===== src/rtl/ram_rd_check.sv =====
// ram_rd_check: monitors a RAM's write/read traffic against a shadow copy and flags read mismatches.
// Latency: a compare resolves RD_LAT cycles after the read address; all status outputs register one edge later.
// Backpressure: none; a passive observer that samples every cycle and never stalls the RAM driver.
module ram_rd_check #(
  parameter int ADDR_W = 5,
  parameter int DATA_W = 8,
  parameter int RD_LAT = 1
) (
  input  logic              clk,
  input  logic              rst,
  input  logic              clr,
  input  logic              ram_en,
  input  logic              ram_we,
  input  logic [ADDR_W-1:0] ram_addr,
  input  logic [DATA_W-1:0] ram_wr_data,
  input  logic [DATA_W-1:0] ram_rd_data,
  output logic              err_flag,
  output logic [15:0]       err_cnt,
  output logic [ADDR_W-1:0] first_err_addr,
  output logic [DATA_W-1:0] first_err_exp,
  output logic [DATA_W-1:0] first_err_got,
  output logic              pass_done,
  output logic              pass_ok
);

  localparam int DEPTH = 1 << ADDR_W;

  typedef enum logic [1:0] {IDLE = 2'd0, WR = 2'd1, RD = 2'd2} state_t;

  state_t state_q, state_d;
  logic   enter_rd;

  logic              wr_cyc, rd_cyc;
  logic [DATA_W-1:0] shadow [DEPTH];
  logic [DEPTH-1:0]  wvalid;

  // Read-tracking pipeline; the expected word is captured at issue time so
  // later writes to the same address cannot disturb an in-flight compare.
  logic              p_rd   [RD_LAT];
  logic              p_wv   [RD_LAT];
  logic [ADDR_W-1:0] p_addr [RD_LAT];
  logic [DATA_W-1:0] p_exp  [RD_LAT];

  logic              e_rd, e_wv;
  logic [ADDR_W-1:0] e_addr;
  logic [DATA_W-1:0] e_exp;
  logic              mismatch, last_cmp;
  logic              pass_bad;

  assign wr_cyc = ram_en &  ram_we;
  assign rd_cyc = ram_en & ~ram_we;

  // FSM state register
  always_ff @(posedge clk or posedge rst) begin
    if (rst) state_q <= IDLE;
    else     state_q <= state_d;
  end

  // FSM next state: follows the bus activity sampled this cycle
  always_comb begin
    state_d = IDLE;
    if (ram_en) state_d = ram_we ? WR : RD;
  end

  // FSM outputs: a new read phase begins on the edge that enters RD
  always_comb begin
    enter_rd = 1'b0;
    if (state_d == RD && state_q != RD) enter_rd = 1'b1;
  end

  // Shadow data; contents survive reset, the valid bits gate their use
  always_ff @(posedge clk) begin
    if (wr_cyc) shadow[ram_addr] <= ram_wr_data;
  end

  // Per-word written-valid bits, cleared only by reset
  always_ff @(posedge clk or posedge rst) begin
    if (rst)         wvalid <= '0;
    else if (wr_cyc) wvalid[ram_addr] <= 1'b1;
  end

  // Delay pipeline shifting read descriptors toward the compare point
  always_ff @(posedge clk or posedge rst) begin
    if (rst) begin
      for (int i = 0; i < RD_LAT; i++) begin
        p_rd[i]   <= 1'b0;
        p_wv[i]   <= 1'b0;
        p_addr[i] <= '0;
        p_exp[i]  <= '0;
      end
    end else begin
      p_rd[0]   <= rd_cyc;
      p_wv[0]   <= rd_cyc & wvalid[ram_addr];
      p_addr[0] <= ram_addr;
      p_exp[0]  <= shadow[ram_addr];
      for (int i = 1; i < RD_LAT; i++) begin
        p_rd[i]   <= p_rd[i-1];
        p_wv[i]   <= p_wv[i-1];
        p_addr[i] <= p_addr[i-1];
        p_exp[i]  <= p_exp[i-1];
      end
    end
  end

  assign e_rd   = p_rd[RD_LAT-1];
  assign e_wv   = p_wv[RD_LAT-1];
  assign e_addr = p_addr[RD_LAT-1];
  assign e_exp  = p_exp[RD_LAT-1];

  // Unwritten words emerge with e_wv clear and are never compared
  assign mismatch = e_rd & e_wv & (ram_rd_data != e_exp);
  assign last_cmp = e_rd & (e_addr == {ADDR_W{1'b1}});

  // Per-pass badness: cleared entering RD, a mismatch on that same edge still counts
  always_ff @(posedge clk or posedge rst) begin
    if (rst) pass_bad <= 1'b0;
    else     pass_bad <= mismatch | (pass_bad & ~enter_rd);
  end

  // Pass-end pulse, including a mismatch found on the final compare itself
  always_ff @(posedge clk or posedge rst) begin
    if (rst) begin
      pass_done <= 1'b0;
      pass_ok   <= 1'b0;
    end else begin
      pass_done <= last_cmp;
      pass_ok   <= last_cmp & ~(pass_bad | mismatch);
    end
  end

  // Sticky error status; clr wipes history but a simultaneous mismatch becomes the new first error
  always_ff @(posedge clk or posedge rst) begin
    if (rst) begin
      err_flag       <= 1'b0;
      err_cnt        <= '0;
      first_err_addr <= '0;
      first_err_exp  <= '0;
      first_err_got  <= '0;
    end else if (clr) begin
      err_flag       <= mismatch;
      err_cnt        <= {15'd0, mismatch};
      first_err_addr <= mismatch ? e_addr      : '0;
      first_err_exp  <= mismatch ? e_exp       : '0;
      first_err_got  <= mismatch ? ram_rd_data : '0;
    end else if (mismatch) begin
      err_flag <= 1'b1;
      if (err_cnt != 16'hFFFF) err_cnt <= err_cnt + 16'd1;
      if (!err_flag) begin
        first_err_addr <= e_addr;
        first_err_exp  <= e_exp;
        first_err_got  <= ram_rd_data;
      end
    end
  end

endmodule


===== config.mk =====
export PLATFORM = sky130hd
export DESIGN_NAME = ram_rd_check
export DESIGN_NICKNAME = d
export VERILOG_FILES = /design/src/rtl/ram_rd_check.sv
export SDC_FILE = /design/constraint.sdc
export NUM_CORES = 1
export LEC_CHECK = 0
export CORE_AREA = 4 4 162 164
export DETAILED_ROUTE_END_ITERATION = 12
export DIE_AREA = 0 0 166 168
export HOLD_SLACK_MARGIN = 0.08
export PLACE_DENSITY = 0.75
export SLEW_MARGIN = 20
export SYNTH_ARGS = -nofsm -noshare
export SYNTH_HDL_FRONTEND = slang
export SYNTH_SLANG_ARGS = --single-unit

===== constraint.sdc =====
create_clock -name clk -period 3.8 [get_ports clk]
set_input_delay 0.76 -clock clk [delete_from_list [all_inputs] [get_ports clk]]
set_output_delay 0.76 -clock clk [all_outputs]
set_load 0.1 [all_outputs]

==> results.json, run 1 <==
{
  "holdPathStages": 1,
  "wirelength_mm": 29.7,
  "ys_ff_latch": 345,
  "nets": 860,
  "timing.final.crit_share": 0.772,
  "syn-cell-area_um2": 13400,
  "worstSetupPathType": "reg2out",
  "seq_power_share": 0.514,
  "area_growth_pct": 17.7,
  "multiInputGateArea_um2": 3280,
  "clock-sinks": 345,
  "syn_nets": 754,
  "worstPathArrival_ns": 2.17,
  "n_antenna_cell": 0,
  "clockBufferDepth": 3,
  "relSlewSlack": 0.268,
  "cts_hold_buf": 0,
  "crit_start": "err_cnt[2]",
  "drive_gt1_frac": 0.236,
  "final_core_util": 0.634,
  "numCtsBuffers": 35,
  "synth_top_area_frac": 0.573,
  "rsz0062_at_grt": "false",
  "synth_xor_area_frac": 0.00522,
  "clk_latency_ns": 0.53,
  "dieWidth_um": 166,
  "die_h_um": 168,
  "synth_edf_count": 256,
  "start_util": 0.539,
  "async_reset_ff_frac": 0.258,
  "r2r_cells": 6,
  "synthAdderAreaFrac": 0.000933,
  "cp_top_family": "buffers and inverters",
  "netlist_instances": 727,
  "setup_tns_ns": 0,
  "power_frac_comb": 0.064,
  "cts_htree_levels": 2,
  "synth.avg_cell_area_um2": 18.4,
  "internal_power_mw": 6.46,
  "pwr-share-clk": 0.423,
  "place_inst": 1126,
  "grt_overflow": 0,
  "status": "completed",
  "ctsResizeCount": 0,
  "synth_top_cell_by_area": "edfxtp_1",
  "regArea_um2": 9910,
  "hold_path_end": "wvalid[20]",
  "synth_top_family_by_area": "multiplexers",
  "start_kind": "flip-flop",
  "synth_warnings": 0,
  "synth_compound_area_frac": 0.0536,
  "rows": 58,
  "final_area_um2": 15800,
  "critPathBufInv": 1,
  "finalHoldViolCount": 0,
  "holdCritPathClass": "reg2reg",
  "antenna_found_initial": 0,
  "synth_mux_area_frac": 0.122,
  "ys_top_cells_by_area": "edfxtp_1 57%, dfrtp_1 17%, mux4_2 11%",
  "final_common_cell": "edfxtp_1",
  "slew_viol_final": 0,
  "timing.rr.start": "err_cnt[0]",
  "drc_errors": 0,
  "core_um2": 24900,
  "vias_per_cell": 6.22,
  "grtUsageTotal": 0.216,
  "cpMaxStageDelayCell": "clkdlybuf4s50_1",
  "reg2reg_to": "err_cnt[2]",
  "ir_drop_mv": 0.380,
  "p_leak_nw": 5.57,
  "fill_cells": 1669,
  "worst_clock_skew_ns": 0.0136,
  "crit_path_end_kind": "primary output",
  "cts_root_buf": "clkbuf_16",
  "cp_slowest_stage_delay_ns": 1.18,
  "power_density_nw_per_um2": 520,
  "rrSetupSlack_ns": 1.46,
  "final_antenna_net_count": 0,
  "dpl.hpwl_mm": 19.0,
  "drv_cap": 0,
  "synthSimpleGateAreaFrac": 0.0634,
  "crit_chain": "clkdlybuf4s50_1",
  "gp_congestion": 0.889,
  "final_cell_mix": "256 x edfxtp_1, 89 x dfrtp_1, 67 x mux4_2",
  "grt_pass1_wl_mm": 46.2,
  "p_sw_mw": 1.76,
  "clkTransAtPathRegs_ns": 0.06,
  "min_from": "wvalid[20]",
  "p_sw_frac": 0.214,
  "crit_required_ns": 3.04,
  "critPathMaxFanout": 7,
  "instances_no_fill": 1190,
  "detail_route.wl_per_cell_um": 25.0,
  "dr.pass1.iters": 5,
  "setup-violations-final": 0,
  "via_count": 7407,
  "worst_slack_ns": 0.868,
  "drtIter0Drc": 991,
  "place_area_um2": 14600,
  "grt_start_max_net_pins": 53,
  "port-buffer-count": 65,
  "synth_flop_cell": "edfxtp_1",
  "grt_pass1_vias": 7591,
  "layout_min_cycle_time_ns": 2.93,
  "ys_types": 53,
  "dpl_worst_slack_ns": 0.618,
  "synth_seq_area_share": 0.739,
  "boundaryPins": 66,
  "post-cts-setup-buffers": 0,
  "tightest_slew_ns": 1.09,
  "fp.dieArea_um2": 27900,
  "cts_tree": "built",
  "fmax_mhz": 341
}
power groups by stage:
stage / clock network [mW] / registers (mW) / logic, mW
6_report: 3.47 / 4.22 / 0.523
5_1_grt: 3.71 / 4.23 / 0.560
4_1_cts: 3.52 / 4.22 / 0.527
3_5_place_dp: 0 / 4.29 / 0.524
3_3_place_gp: 0 / 4.29 / 0.508
2_1_floorplan: 0 / 4.32 / 0.282
state kept, by name, summed over array words and instances, names as in the netlist, 5 cells and up:
register,flops
e_exp,8
first_err_exp,8
e_addr,5
first_err_got,8
shadow,256
wvalid,32
err_cnt,16
first_err_addr,5
worst max path at each step:
stage	depth (start not counted)	slack (ns)	endpoint
after CTS	1	0.86	err_cnt[4]
final	1	0.87	err_cnt[2]
after floorplan	1	0.73	e_addr[0]
after detailed placement	3	0.62	shadow[4][4]
after global routing	1	0.81	err_cnt[2]
after global placement	3	0.74	shadow[4][6]
through the flow:
| step | hold WS [ns] | total power [mW] |
|---|---|---|
| 2_1_floorplan | 0.409 | 4.60 |
| 3_3_place_gp | 0.429 | 4.80 |
| 3_5_place_dp | 0.441 | 4.82 |
| 4_1_cts | 0.450 | 8.26 |
| 5_1_grt | 0.470 | 8.49 |
| 6_report | 0.458 | 8.21 |
Yosys cell counts, drive strengths merged, types with 2 or more instances:
cell type and n:
o21a 2, nand3 9, nor2 46, nand2 15, nor2b 3, buf 27, nor3 5, a21o 2
nor3b 3, o21ai 5, xor2 8, or3b 3, clkbuf 9, inv 8, nand4 13, o31ai 6
a22o 21, edfxtp 256, dfrtp 89, and3 2, a311oi 3, a21oi 11, nor4 5, mux2 2
or4 6, mux4 67, nand3b 3, a31o 4, or2 33, and3b 2, or3 2, o22ai 5
mux2i 10, a22oi 33
kinds of logic after synthesis:
| family | after synthesis |
|---|---|
| xor gates and xnor gates | 8 |
| DFF | 345 |
| adders and majority gates | 1 |
| buffers and inverters | 44 |
| muxes | 79 |
| AOI/OAI and AO/OA | 97 |
| and+or+nand+nor | 153 |
metal layers:
metal  GRT usage  vias to the layer above  wire length, µm
met5           0                        -                0
met4      0.0721                        0              865
met3      0.0535                       62             2610
met2       0.347                      384            14400
met1       0.296                     3817            11900
li1            -                     3144                -
final cells by class:
type,count,area share
flip-flops and latches,345,0.628
multi-input cells,338,0.208
clock buffers,46,0.0639
repair buffers,105,0.0601
well taps,330,0.0262
clock inverters,18,0.0115
inverters,8,0.00198
worst register-to-register path, stage by stage (launching register included):
cell,delay [ns]
dfrtp_1,0.44
ha_1,0.27
nand4_1,0.20
and4bb_1,0.72
inv_2,0.15
a311oi_1,0.34
a31o_1,0.15
Note: power is estimated with default switching activity, not from simulation.
==> run 2: changes to the inputs <==
==> constraint.sdc (replaced) <==
create_clock -name clk -period 2.93 [get_ports clk]
set_input_delay 0.586 -clock clk [delete_from_list [all_inputs] [get_ports clk]]
set_output_delay 0.586 -clock clk [all_outputs]
set_load 0.1 [all_outputs]
==> run 2 against run 1 <==
Cell count rose by 1.8%. Worst hold slack lost 0.0062 ns. Count of clock-buffer cells in the layout grew 4. Core utilization is 0.44 points higher. Setup slack worse by 0.27 ns. Die area unchanged. First-iteration DRC count fell by 17%. Critical path depth grew 5. Sequential cell count unchanged. Sequential power increased by 30%. Clock power grew 27%. Register-to-register slack worse by 0.86 ns. Largest power group unchanged. Highest routed layer unchanged.
==> results.json, run 2 (synthesized netlist as in run 1, its figures left out) <==
{
  "dpl.hpwl_mm": 19.1,
  "tightest_slew_ns": 0.992,
  "area_growth_pct": 18.5,
  "via_count": 7450,
  "cp_slowest_stage_delay_ns": 0.70,
  "rrSetupSlack_ns": 0.60,
  "drtIter0Drc": 825,
  "p_leak_nw": 5.77,
  "detail_route.wl_per_cell_um": 24.9,
  "dpl_worst_slack_ns": 0.252,
  "holdCritPathClass": "in2reg",
  "grt_pass1_wl_mm": 47.0,
  "regMostFlops": "shadow",
  "worstPathArrival_ns": 2.76,
  "critPathMaxFanout": 18,
  "final_common_cell": "edfxtp_1",
  "rsz0062_at_grt": "false",
  "min_from": "ram_addr[1]",
  "grt_pass1_vias": 7697,
  "status": "completed",
  "relSlewSlack": 0.337,
  "layout_min_cycle_time_ns": 2.33,
  "vias_per_cell": 6.15,
  "pwr-share-clk": 0.415,
  "place_area_um2": 14800,
  "clkTransAtPathRegs_ns": 0.06,
  "clk_latency_ns": 0.51,
  "cpMaxStageDelayCell": "and4bb_1",
  "drc_errors": 0,
  "crit_required_ns": 3.36,
  "start_kind": "flip-flop",
  "start_util": 0.539,
  "fill_cells": 1657,
  "dieWidth_um": 166,
  "internal_power_mw": 8.31,
  "fp.dieArea_um2": 27900,
  "hold_path_end": "e_addr[1]",
  "cts_htree_levels": 2,
  "port-buffer-count": 65,
  "timing.rr.start": "err_cnt[0]",
  "final_cell_mix": "256 x edfxtp_1, 101 x buf_4, 89 x dfrtp_1",
  "p_sw_mw": 2.25,
  "rows": 58,
  "dr.pass1.iters": 5,
  "r2r_cells": 6,
  "final_antenna_net_count": 0,
  "die_h_um": 168,
  "boundaryPins": 66,
  "drv_cap": 0,
  "slew_viol_final": 0,
  "top_regs": "shadow (256), wvalid (32), err_cnt (16)",
  "cts_hold_buf": 0,
  "final_area_um2": 15900,
  "antenna_found_initial": 0,
  "nets": 885,
  "timing.final.crit_share": 0.795,
  "drive_gt1_frac": 0.293,
  "seq_power_share": 0.519,
  "p_sw_frac": 0.213,
  "grtUsageTotal": 0.219,
  "grt_start_max_net_pins": 45,
  "core_um2": 24900,
  "regArea_um2": 9910,
  "setup_tns_ns": 0,
  "finalHoldViolCount": 0,
  "cts_root_buf": "clkbuf_16",
  "numCtsBuffers": 35,
  "crit_chain": "ha_1, nand4_1, and4bb_1, inv_2, a311oi_1, a31o_1",
  "post-cts-setup-buffers": 0,
  "ctsResizeCount": 0,
  "multiInputGateArea_um2": 3280,
  "worst_clock_skew_ns": 0.0168,
  "crit_path_end_kind": "flip-flop",
  "largest_register_ffs": 256,
  "total_power_mw": 10.6,
  "n_antenna_cell": 0,
  "ir_drop_mv": 0.417,
  "holdPathStages": 1,
  "fmax_mhz": 430,
  "worst_slack_ns": 0.602,
  "gp_congestion": 0.887,
  "clockBufferDepth": 3,
  "power_density_nw_per_um2": 665,
  "power_frac_comb": 0.066,
  "setup-violations-final": 0,
  "clock-sinks": 345,
  "worstSetupPathType": "reg2reg",
  "reg2reg_to": "err_cnt[2]",
  "cts_tree": "built",
  "wirelength_mm": 30.2,
  "grt_overflow": 0
}
## run 2: cell types whose count changed in the layout (fill, tap and decap cells not counted), sizes merged
cell,previous run,this run
buf,44,107
clkdlybuf4s50,61,23
clkbuf,46,50
bufinv,3,2
clkinvlp,0,1
clkinv,15,8
## run 2: critical path, delay by kind of cell (launching register included)
family | cells | cell delay (ns)
simple gates | 2 | 0.89
compound gates | 2 | 0.50
buf+inv | 1 | 0.15
flops | 1 | 0.46
fa+ha+maj | 1 | 0.27
## run 2: worst max-delay path by stage
| stage | endpoint | depth (start not counted) | slack [ns] | from |
|---|---|---|---|---|
| 2_1_floorplan | e_addr[0] | 1 | 0.04 | rst |
| 3_3_place_gp | e_exp[2] | 6 | 0.31 | ram_addr[0] |
| 3_5_place_dp | e_exp[0] | 4 | 0.25 | ram_addr[3] |
| 4_1_cts | err_cnt[2] | 6 | 0.62 | err_cnt[0] |
| 5_1_grt | err_cnt[2] | 6 | 0.42 | err_cnt[0] |
| 6_report | err_cnt[2] | 6 | 0.60 | err_cnt[0] |
## run 2: metal layers
layer	share of wire	vias up	track usage
li1	-	3182	-
met1	0.41	3832	0.313
met2	0.48	372	0.347
met3	0.079	64	0.0451
met4	0.030	0	0.0707
met5	0	-	0
## run 2: layout make-up
type,instances,share of cell area
clock buffers,50,0.0650
clock inverters,11,0.00669
inverters,8,0.00197
multi-input cells,338,0.207
flip-flops and latches,345,0.624
well taps,330,0.0260
repair buffers,130,0.0698
## run 2: power groups by stage
stage | clock network [mW] | logic (mW) | registers [mW]
floorplan | 0 | 0.366 | 5.60
finish | 4.39 | 0.698 | 5.48
global route | 4.66 | 0.746 | 5.49
detailed placement | 0 | 0.694 | 5.57
global placement | 0 | 0.675 | 5.56
CTS | 4.44 | 0.702 | 5.48
## run 2: stage by stage
stage           util  hold WS, ns  std cells
2_1_floorplan      -        0.409        727
3_3_place_gp   0.593        0.433       1151
3_5_place_dp   0.593        0.440       1151
4_1_cts        0.638        0.437       1212
5_1_grt        0.638        0.447       1212
6_report       0.638        0.452       1212
==> run 3: changes to the inputs <==
--- a/config.mk
+++ b/config.mk
@@ -5,11 +5,11 @@
 export SDC_FILE = /design/constraint.sdc
 export NUM_CORES = 1
 export LEC_CHECK = 0
-export CORE_AREA = 4 4 162 164
+export CORE_AREA = 4 4 163 165
 export DETAILED_ROUTE_END_ITERATION = 12
-export DIE_AREA = 0 0 166 168
+export DIE_AREA = 0 0 167 169
 export HOLD_SLACK_MARGIN = 0.08
-export PLACE_DENSITY = 0.75
+export PLACE_DENSITY = 0.77
 export SLEW_MARGIN = 20
 export SYNTH_ARGS = -nofsm -noshare
 export SYNTH_HDL_FRONTEND = slang
==> constraint.sdc (replaced) <==
create_clock -name clk -period 2.1 [get_ports clk]
set_input_delay 0.42 -clock clk [delete_from_list [all_inputs] [get_ports clk]]
set_output_delay 0.42 -clock clk [all_outputs]
set_load 0.1 [all_outputs]
==> run 3 against run 2 <==
Register-to-register slack worse by 0.50 ns. Fmax rose by 16%. Count of clock-buffer cells in the layout down 5. Core utilization is 1.7 points higher. Sequential share of layout area down 1.8 points. Final area grew 3.2%. Global-route usage is 0.96 points higher. First-iteration DRC count up 15%. Sequential cell count unchanged. Worst hold slack worse by 0.23 ns. Sequential power increased by 40%. Via count is 3.6% higher. Critical endpoint is now err_cnt[8]. Highest routed layer unchanged.
==> results.json, run 3 (synthesized netlist as in run 1, its figures left out) <==
{
  "p_sw_mw": 3.20,
  "post-cts-setup-buffers": 0,
  "p_sw_frac": 0.208,
  "regMostFlops": "shadow",
  "dpl.hpwl_mm": 20.7,
  "grt_pass1_vias": 8008,
  "antenna_found_initial": 0,
  "area_growth_pct": 22.3,
  "worstSetupPathType": "reg2reg",
  "crit_chain": "xor2_1, nor4_2, a21o_1, buf_4, nor4_1, mux2_1",
  "top_regs": "shadow (256), wvalid (32), err_cnt (16)",
  "tightest_slew_ns": 1.08,
  "core_um2": 25000,
  "start_util": 0.536,
  "worstPathArrival_ns": 2.38,
  "pwr-share-clk": 0.434,
  "fmax_mhz": 500,
  "cp_slowest_stage_delay_ns": 0.43,
  "rsz0062_at_grt": "false",
  "dr.pass1.iters": 6,
  "detail_route.wl_per_cell_um": 25.3,
  "clkTransAtPathRegs_ns": 0.06,
  "setup_tns_ns": 0,
  "wirelength_mm": 31.7,
  "final_cell_mix": "256 x edfxtp_1, 138 x buf_4, 73 x dfrtp_1",
  "p_leak_nw": 5.99,
  "vias_per_cell": 6.15,
  "largest_register_ffs": 256,
  "final_antenna_net_count": 0,
  "grt_overflow": 0,
  "nets": 926,
  "clk_latency_ns": 0.51,
  "drive_gt1_frac": 0.345,
  "ir_drop_mv": 0.692,
  "grtUsageMet2": 0.368,
  "final_common_cell": "edfxtp_1",
  "cpMaxStageDelayCell": "dfrtp_1",
  "die_h_um": 169,
  "crit_path_end_kind": "flip-flop",
  "layout_min_cycle_time_ns": 2.00,
  "grt_start_max_net_pins": 37,
  "relSlewSlack": 0.280,
  "power_density_nw_per_um2": 937,
  "status": "completed",
  "numCtsBuffers": 35,
  "drv_cap": 0,
  "grt-busiest-layer": "met2",
  "cts_root_buf": "clkbuf_16",
  "cts_hold_buf": 0,
  "finalHoldViolCount": 0,
  "port-buffer-count": 65,
  "power_frac_comb": 0.068,
  "grtUsageTotal": 0.229,
  "drtIter0Drc": 947,
  "timing.final.crit_share": 0.952,
  "clock-sinks": 345,
  "grtUsageMet1": 0.312,
  "fp.dieArea_um2": 28200,
  "ctsResizeCount": 0,
  "n_antenna_cell": 0,
  "rows": 58,
  "seq_power_share": 0.498,
  "clockBufferDepth": 3,
  "critPathMaxFanout": 13,
  "grt_pass1_wl_mm": 49.0,
  "total_power_mw": 15.4,
  "worst_clock_skew_ns": 0.0149,
  "instances_no_fill": 1255,
  "internal_power_mw": 12.2,
  "holdCritPathClass": "in2async",
  "boundaryPins": 66,
  "drc_errors": 0,
  "holdWs_ns": 0.223,
  "place_inst": 1192,
  "crit_required_ns": 2.48,
  "cts_htree_levels": 2,
  "start_kind": "flip-flop",
  "via_count": 7715,
  "gp_congestion": 0.963,
  "cts_tree": "built",
  "slew_viol_final": 0,
  "dieWidth_um": 167,
  "use_met3": 0.0504,
  "setup-violations-final": 0
}
==> run 3: cell types whose count changed in the layout (fill, tap and decap cells not counted), sizes merged <==
cell	change
buf	+41
bufinv	+5
clkbuf	-5
clkinv	+2
clkinvlp	+1
inv	-1
==> run 3: per-layer routing <==
metal,share of wire,vias to the layer above
li1,-,3278
met1,0.39,3973
met2,0.48,379
met3,0.087,85
met4,0.037,0
met5,0,-
==> run 3: power by group through the flow <==
stage | combinational (mW) | clock [mW] | sequential [mW]
global route | 1.11 | 7.10 | 7.66
detailed placement | 1.03 | 0 | 7.78
global placement | 1.00 | 0 | 7.76
finish | 1.04 | 6.67 | 7.65
CTS | 1.05 | 6.79 | 7.65
floorplan | 0.511 | 0 | 7.82
==> run 3: final timing paths <==
kind | from | endpoint | slack (ns) | cells past startpoint
setup / recovery | e_exp[6] | err_cnt[8] | 0.10 | 6
hold / removal | rst | first_err_got[5] | 0.22 | 2
setup reg to reg | e_exp[6] | err_cnt[8] | 0.10 | 6
hold reg to reg | pass_bad | pass_ok | 0.45 | 1
max in group asynchronous | rst | e_rd | 1.33 | 3
min in group clk | ram_addr[1] | e_addr[1] | 0.32 | 2
==> run 3: critical path, delay by kind of cell (launching register included) <==
family                 cells  cell delay [ns]
multiplexers               1             0.32
AO/OA/AOI/OAI              1             0.26
buffers and inverters      1             0.22
AND/OR/NAND/NOR            2             0.45
flip-flops                 1             0.43
XOR/XNOR                   1             0.19
==> run 3: metrics by stage <==
| step | cell area, µm² | utilization | setup WS, ns |
|---|---|---|---|
| after global routing | 16400 | 0.655 | 0.00395 |
| after CTS | 16400 | 0.655 | 0.0260 |
| after floorplan | 13400 | - | 0.00511 |
| final | 16400 | 0.655 | 0.101 |
| after detailed placement | 15100 | 0.605 | -0.321 |
| after global placement | 15100 | 0.605 | -0.281 |
==> run 3: final cells by class <==
| class | count | area [µm²] |
|---|---|---|
| Clock buffer | 45 | 986 |
| Clock inverter | 18 | 273 |
| Fill cell | 1642 | 8630 |
| Inverter | 8 | 33.8 |
| Multi-Input combinational cell | 338 | 3300 |
| Sequential cell | 345 | 9930 |
| Tap cell | 330 | 413 |
| Timing Repair Buffer | 171 | 1470 |
